### src/rtl/addsub_pkg.sv
// addsub_pkg: shared types, opcodes and saturation helpers for addsub_serial.
//   state_t        : FSM state encoding (IDLE, RUN, DONE)
//   OP_ADD/OP_SUB  : encodings of the mode input
//   sat_max/sat_min: signed extremes for a given width, returned in the low
//                    w bits of a SAT_W-bit word (w must be <= SAT_W)
package addsub_pkg;

  typedef enum logic [1:0] {
    IDLE = 2'd0,
    RUN  = 2'd1,
    DONE = 2'd2
  } state_t;

  localparam logic OP_ADD = 1'b0;
  localparam logic OP_SUB = 1'b1;

  localparam int SAT_W = 64;

  // Largest positive two's complement value: 0 followed by w-1 ones.
  function automatic logic [SAT_W-1:0] sat_max(input int w);
    logic [SAT_W-1:0] one;
    one = {{(SAT_W-1){1'b0}}, 1'b1};
    return (one << (w - 1)) - one;
  endfunction

  // Most negative two's complement value: 1 followed by w-1 zeros.
  function automatic logic [SAT_W-1:0] sat_min(input int w);
    logic [SAT_W-1:0] one;
    one = {{(SAT_W-1){1'b0}}, 1'b1};
    return one << (w - 1);
  endfunction

endpackage

### src/rtl/addsub_chunk.sv
// addsub_chunk: combinational CHUNK-bit ripple-carry adder slice.
//   x, y : operand slices
//   cin  : carry in
//   s    : sum slice
//   cout : carry out of the top bit
//   cmsb : carry into the top bit (used to derive signed overflow)
module addsub_chunk #(
  parameter int CHUNK = 4
) (
  input  logic [CHUNK-1:0] x,
  input  logic [CHUNK-1:0] y,
  input  logic             cin,
  output logic [CHUNK-1:0] s,
  output logic             cout,
  output logic             cmsb
);

  logic cy;

  always_comb begin
    cy   = cin;
    s    = '0;
    cmsb = 1'b0;
    for (int i = 0; i < CHUNK; i++) begin
      if (i == CHUNK - 1) cmsb = cy;
      s[i] = x[i] ^ y[i] ^ cy;
      cy   = (x[i] & y[i]) | (cy & (x[i] ^ y[i]));
    end
    cout = cy;
  end

endmodule

### src/rtl/addsub_serial.sv
// addsub_serial: multi-cycle add/subtract, CHUNK bits per clock, LSB first.
//   clk, rst    : clock, synchronous active-high reset
//   start       : request, taken only in IDLE (a, b, mode, sat captured then)
//   a, b        : operands; mode 0 = a+b, 1 = a-b; sat clamps signed overflow
//   busy        : high while chunks are being processed
//   done        : one-cycle pulse when result and flags update
//   result      : registered result, held until the next done
//   c, v, z     : carry out (1 = no borrow on subtract), signed overflow
//                 (pre-saturation), final result == 0
//   dbg_state   : current FSM state
//
// Handshake: a request is a cycle with start=1 while the FSM is IDLE; it is
// accepted on that edge. Requests in any other state are dropped, never
// queued. Exactly one done pulse follows each accepted request unless rst
// intervenes; the done cycle is already IDLE, so a start there is accepted.
module addsub_serial
  import addsub_pkg::*;
#(
  parameter int WIDTH = 16,
  parameter int CHUNK = 4
) (
  input  logic             clk,
  input  logic             rst,
  input  logic             start,
  input  logic [WIDTH-1:0] a,
  input  logic [WIDTH-1:0] b,
  input  logic             mode,
  input  logic             sat,
  output logic             busy,
  output logic             done,
  output logic [WIDTH-1:0] result,
  output logic             c,
  output logic             v,
  output logic             z,
  output state_t           dbg_state
);

  localparam int NCH = WIDTH / CHUNK;
  localparam int CW  = (NCH > 1) ? $clog2(NCH) : 1;

  localparam logic [SAT_W-1:0] SMAX_FULL = sat_max(WIDTH);
  localparam logic [SAT_W-1:0] SMIN_FULL = sat_min(WIDTH);
  localparam logic [WIDTH-1:0] SMAX      = SMAX_FULL[WIDTH-1:0];
  localparam logic [WIDTH-1:0] SMIN      = SMIN_FULL[WIDTH-1:0];

  generate
    if (CHUNK < 1 || (WIDTH % CHUNK) != 0) begin : g_bad_params
      $error("addsub_serial: WIDTH must be a positive multiple of CHUNK");
    end
  endgenerate

  state_t           state_q,  state_d;
  logic [WIDTH-1:0] a_q,      a_d;
  logic [WIDTH-1:0] b_q,      b_d;
  logic [WIDTH-1:0] sum_q,    sum_d;
  logic             carry_q,  carry_d;
  logic             cm_q,     cm_d;
  logic             sat_q,    sat_d;
  logic             amsb_q,   amsb_d;
  logic [CW-1:0]    cnt_q,    cnt_d;
  logic [WIDTH-1:0] result_q, result_d;
  logic             c_q,      c_d;
  logic             v_q,      v_d;
  logic             z_q,      z_d;
  logic             done_q,   done_d;
  logic             busy_q,   busy_d;

  logic [CHUNK-1:0] ch_s;
  logic             ch_cout;
  logic             ch_cmsb;

  addsub_chunk #(.CHUNK(CHUNK)) u_chunk (
    .x    (a_q[CHUNK-1:0]),
    .y    (b_q[CHUNK-1:0]),
    .cin  (carry_q),
    .s    (ch_s),
    .cout (ch_cout),
    .cmsb (ch_cmsb)
  );

  always_comb begin
    state_d  = state_q;
    a_d      = a_q;
    b_d      = b_q;
    sum_d    = sum_q;
    carry_d  = carry_q;
    cm_d     = cm_q;
    sat_d    = sat_q;
    amsb_d   = amsb_q;
    cnt_d    = cnt_q;
    result_d = result_q;
    c_d      = c_q;
    v_d      = v_q;
    z_d      = z_q;
    done_d   = 1'b0;

    case (state_q)
      IDLE: begin
        if (start) begin
          // Subtraction is a + ~b + 1: invert b here, inject the +1 as carry.
          a_d     = a;
          b_d     = b ^ {WIDTH{mode}};
          carry_d = (mode == OP_SUB);
          sat_d   = sat;
          amsb_d  = a[WIDTH-1];
          cnt_d   = '0;
          sum_d   = '0;
          state_d = RUN;
        end
      end
      RUN: begin
        // New chunk enters at the top; after NCH shifts chunk 0 sits at the LSB.
        sum_d                    = sum_q >> CHUNK;
        sum_d[WIDTH-1 -: CHUNK]  = ch_s;
        a_d                      = a_q >> CHUNK;
        b_d                      = b_q >> CHUNK;
        carry_d                  = ch_cout;
        // Overwritten every chunk; the last one is the carry into the word MSB.
        cm_d                     = ch_cmsb;
        cnt_d                    = cnt_q + CW'(1);
        if (cnt_q == CW'(NCH - 1)) state_d = DONE;
      end
      DONE: begin
        c_d = carry_q;
        v_d = cm_q ^ carry_q;
        // On overflow the true result has the sign of a, so clamp toward it.
        if (sat_q && (cm_q ^ carry_q)) result_d = amsb_q ? SMIN : SMAX;
        else                           result_d = sum_q;
        z_d     = (result_d == '0);
        done_d  = 1'b1;
        state_d = IDLE;
      end
      default: state_d = IDLE;
    endcase

    busy_d = (state_d == RUN);
  end

  always_ff @(posedge clk) begin
    if (rst) begin
      state_q  <= IDLE;
      a_q      <= '0;
      b_q      <= '0;
      sum_q    <= '0;
      carry_q  <= 1'b0;
      cm_q     <= 1'b0;
      sat_q    <= 1'b0;
      amsb_q   <= 1'b0;
      cnt_q    <= '0;
      result_q <= '0;
      c_q      <= 1'b0;
      v_q      <= 1'b0;
      z_q      <= 1'b0;
      done_q   <= 1'b0;
      busy_q   <= 1'b0;
    end else begin
      state_q  <= state_d;
      a_q      <= a_d;
      b_q      <= b_d;
      sum_q    <= sum_d;
      carry_q  <= carry_d;
      cm_q     <= cm_d;
      sat_q    <= sat_d;
      amsb_q   <= amsb_d;
      cnt_q    <= cnt_d;
      result_q <= result_d;
      c_q      <= c_d;
      v_q      <= v_d;
      z_q      <= z_d;
      done_q   <= done_d;
      busy_q   <= busy_d;
    end
  end

  assign busy      = busy_q;
  assign done      = done_q;
  assign result    = result_q;
  assign c         = c_q;
  assign v         = v_q;
  assign z         = z_q;
  assign dbg_state = state_q;

endmodule

### config.mk
export PLATFORM = sky130hd
export DESIGN_NAME = addsub_serial
export DESIGN_NICKNAME = d
export VERILOG_FILES = /design/src/rtl/addsub_pkg.sv /design/src/rtl/addsub_chunk.sv /design/src/rtl/addsub_serial.sv
export SDC_FILE = /design/constraint.sdc
export NUM_CORES = 1
export LEC_CHECK = 0
export BUFFER_PORTS_ARGS = -buffer_cell sky130_fd_sc_hd__buf_2
export CORE_MARGIN = 5
export CORE_UTILIZATION = 45
export CTS_CLUSTER_SIZE = 12
export DETAILED_ROUTE_END_ITERATION = 6
export PLACE_DENSITY = 0.69
export SLEW_MARGIN = 15
export SYNTH_ARGS = -nofsm -noshare
export SYNTH_HDL_FRONTEND = slang
export SYNTH_SLANG_ARGS = --single-unit
### constraint.sdc
create_clock -name clk -period 4.4 [get_ports clk]
set_input_delay 0.22 -clock clk [delete_from_list [all_inputs] [get_ports clk]]
set_output_delay 0.22 -clock clk [all_outputs]
set_load 0.01 [all_outputs]
==> flow_metrics.env <==
export IMPL_die_area_mm2=0.00924
export IMPL_status="finished, final reports clean"
export IMPL_cts_buffers=9
export IMPL_start_util=0.460
export IMPL_dominantRegCellSynth="dfxtp_1"
export IMPL_vias=2592
export IMPL_hold_viol=0
export IMPL_root_buffer="clkbuf_8"
export IMPL_clock_latency_ns=0.35
export IMPL_portBuffers=59
export IMPL_mostFrequentLayoutCells="dfxtp_1 (77), buf_2 (59), nor2_1 (41)"
export IMPL_wl_met2_mm=3.28
export IMPL_setup_tns_ns=0
export IMPL_cp_arrival_ns=2.55
export IMPL_htree_levels=3
export IMPL_grt_max_degree=39
export IMPL_crit_top_cell="fa_1"
export IMPL_cts_setup_buffers=0
export IMPL_syn_num_nets=388
export IMPL_met3RoutedLength_um=377
export IMPL_diodes=0
export IMPL_final_cell_area_mm2=0.00379
export IMPL_clock_path_buffers=2
export IMPL_postSynthAreaPerCell_um2=9.64
export IMPL_cts_clk_slew_worst_paths_ns=0.08
export IMPL_finalPower_mw=1.47
export IMPL_period_needed_ns=2.27
export IMPL_crit_type="register to register"
export IMPL_synth_cell_types=41
export IMPL_overflow=0
export IMPL_setup_viol=0
export IMPL_synth_top_cell_by_area="dfxtp_1"
export IMPL_timing_hold_ws_ns=0.119
export IMPL_viasPerCell=5.26
export IMPL_slew_limit_headroom=0.325
export IMPL_synth_edf_count=0
export IMPL_antenna_found_initial=0
export IMPL_tritoncts="yes"
export IMPL_grt_pass1_vias=2429
export IMPL_die_h_um=96.1
export IMPL_yosysWarnings=0
export IMPL_synth_seq_cells=77
export IMPL_power_leakage_nw=1.54
export IMPL_place_ws_ns=2.16
export IMPL_drtIter0Drc=183
export IMPL_powerDensity_mw_per_mm2=387
export IMPL_synth_yosys_seq_area_share=0.462
export IMPL_nets=431
export IMPL_slew_violations=0
export IMPL_fmax_mhz=441
export IMPL_first_pass_iters=4
export IMPL_cts_resized=0
export IMPL_grt_setup_unrepaired="false"
export IMPL_crit_fanout=5
export IMPL_holdCritPathClass="primary input to register"
export IMPL_r2r_cells=9
export IMPL_nFillCells=685
export IMPL_clock_skew_ns=0.00826
export IMPL_hold_depth=3
export IMPL_die_w_um=96.1
export IMPL_worst_slew_pin_slew_ns=1.01
export IMPL_start_kind="register"
export IMPL_ys_async_sr_fraction=0
export IMPL_ios=60
export IMPL_ant_nets=0
export IMPL_ff_latch_area_mm2=0.00154
export IMPL_place_gp_congestion=0.779
export IMPL_final_common_cell="dfxtp_1"
export IMPL_drv_cap=0
export IMPL_drc=0
export IMPL_ys_top_cells_by_area="dfxtp_1 (46%), a22oi_1 (4.9%), nor2_1 (4.6%)"
export IMPL_multi_input_area_mm2=0.00156
export IMPL_drive_gt1_frac=0.218
export IMPL_layout_setup_ws_ns=2.13
export IMPL_cpPeakStageDelay_ns=0.41
export IMPL_area_growth_pct=13.5
export IMPL_syn_area_mm2=0.00334
export IMPL_finalCritPeriodShare=0.515
export IMPL_core_mm2=0.00725
export IMPL_crit_required_ns=4.69
export IMPL_cts_sinks=77
export IMPL_grt_pass1_wl_mm=11.6
export IMPL_fp_row_count=31
export IMPL_syn_inst=346
export IMPL_drt_met1_wl_mm=3.40
export IMPL_placedInstanceArea_mm2=0.00358
export IMPL_dpl_hpwl_mm=4.89
export IMPL_drt_wl_total_mm=7.14
export IMPL_crit_slowest_cell="fa_1"
export IMPL_routedWlPerCell_um=14.5
export IMPL_cp_end_kind="register"
export IMPL_path_cells="inv_1, fa_1, inv_1, fa_1, fa_1, inv_1, fa_1, a2bb2oi_1, nor2_1"
export IMPL_grt_total_usage=0.164
export IMPL_highest_layer="met4"
export IMPL_worst_ir_drop_vdd_uv=206
export IMPL_postCtsHoldBufs=0
export IMPL_yosysTopAreaCellShare=0.462
## routing by layer
metal,vias up,global-route usage
li1,1314,-
met1,1208,0.218
met2,64,0.254
met3,6,0.0430
met4,0,0.0640
met5,-,0
## worst max-delay path, delay by kind of cell, from the launching register on
| family | cells | cell delay (ns) |
|---|---|---|
| adders and majority gates | 4 | 1.37 |
| and+or+nand+nor | 1 | 0.09 |
| AOI/OAI and AO/OA | 1 | 0.15 |
| DFF | 1 | 0.37 |
| buffers and inverters | 3 | 0.23 |
## flip-flops by register name (all words and copies together), names as in the netlist, 2 cells and up
| signal | cells |
|---|---|
| sum_q | 16 |
| a_q | 16 |
| dbg_state | 2 |
| result | 16 |
| cnt_q | 2 |
| b_q | 16 |
## cells in the mapped netlist, drive strengths merged, types with 2 or more instances
master,n
fa,4
nand2,30
mux2i,15
a22oi,22
nand3b,11
a211oi,3
inv,9
o21ai,14
o2bb2ai,16
nor3b,3
nand2b,3
xor2,17
nand3,2
nor4,3
nor2,42
a311oi,13
a2bb2oi,2
clkbuf,8
buf,22
or3,2
a21oi,19
dfxtp,77
## final timing paths
check	start	end	slack, ns
max	carry_q	sum_q[15]	2.13
max reg2reg	carry_q	sum_q[15]	2.13
min	a[13]	a_q[13]	0.12
min reg2reg	result[8]	result[8]	0.46
## kinds of logic (layout without fill, tap and decap cells)
| logic type | after synthesis | after routing | share of synthesized area |
|---|---|---|---|
| AND/OR/NAND/NOR | 99 | 99 | 0.140 |
| AO/OA/AOI/OAI | 93 | 93 | 0.204 |
| flip-flops | 77 | 77 | 0.462 |
| buffers and inverters | 39 | 87 | 0.0716 |
| XOR/XNOR | 18 | 18 | 0.0495 |
| multiplexers | 15 | 15 | 0.0450 |
| adder cells (fa/ha/maj) | 5 | 5 | 0.0277 |
## where the power goes
group | internal (mW) | total [mW] | switching (mW)
clock network | 0.293 | 0.558 | 0.265
registers | 0.727 | 0.752 | 0.0243
logic | 0.0652 | 0.157 | 0.0916
## through the flow
step / instances / util
finish: 493 / 0.522
detailed placement: 477 / 0.493
global route: 493 / 0.522
floorplan: 346 / -
CTS: 493 / 0.522
global placement: 477 / 0.493
## final cells by class
type / count / share of cell area
multi-input combinational: 230 / 0.412
timing repair buffer: 62 / 0.0839
inverter: 9 / 0.00892
clock buffer: 11 / 0.0400
tap: 99 / 0.0327
clock inverter: 5 / 0.0155
sequential: 77 / 0.407
Note: power is estimated with default switching activity, not from simulation.
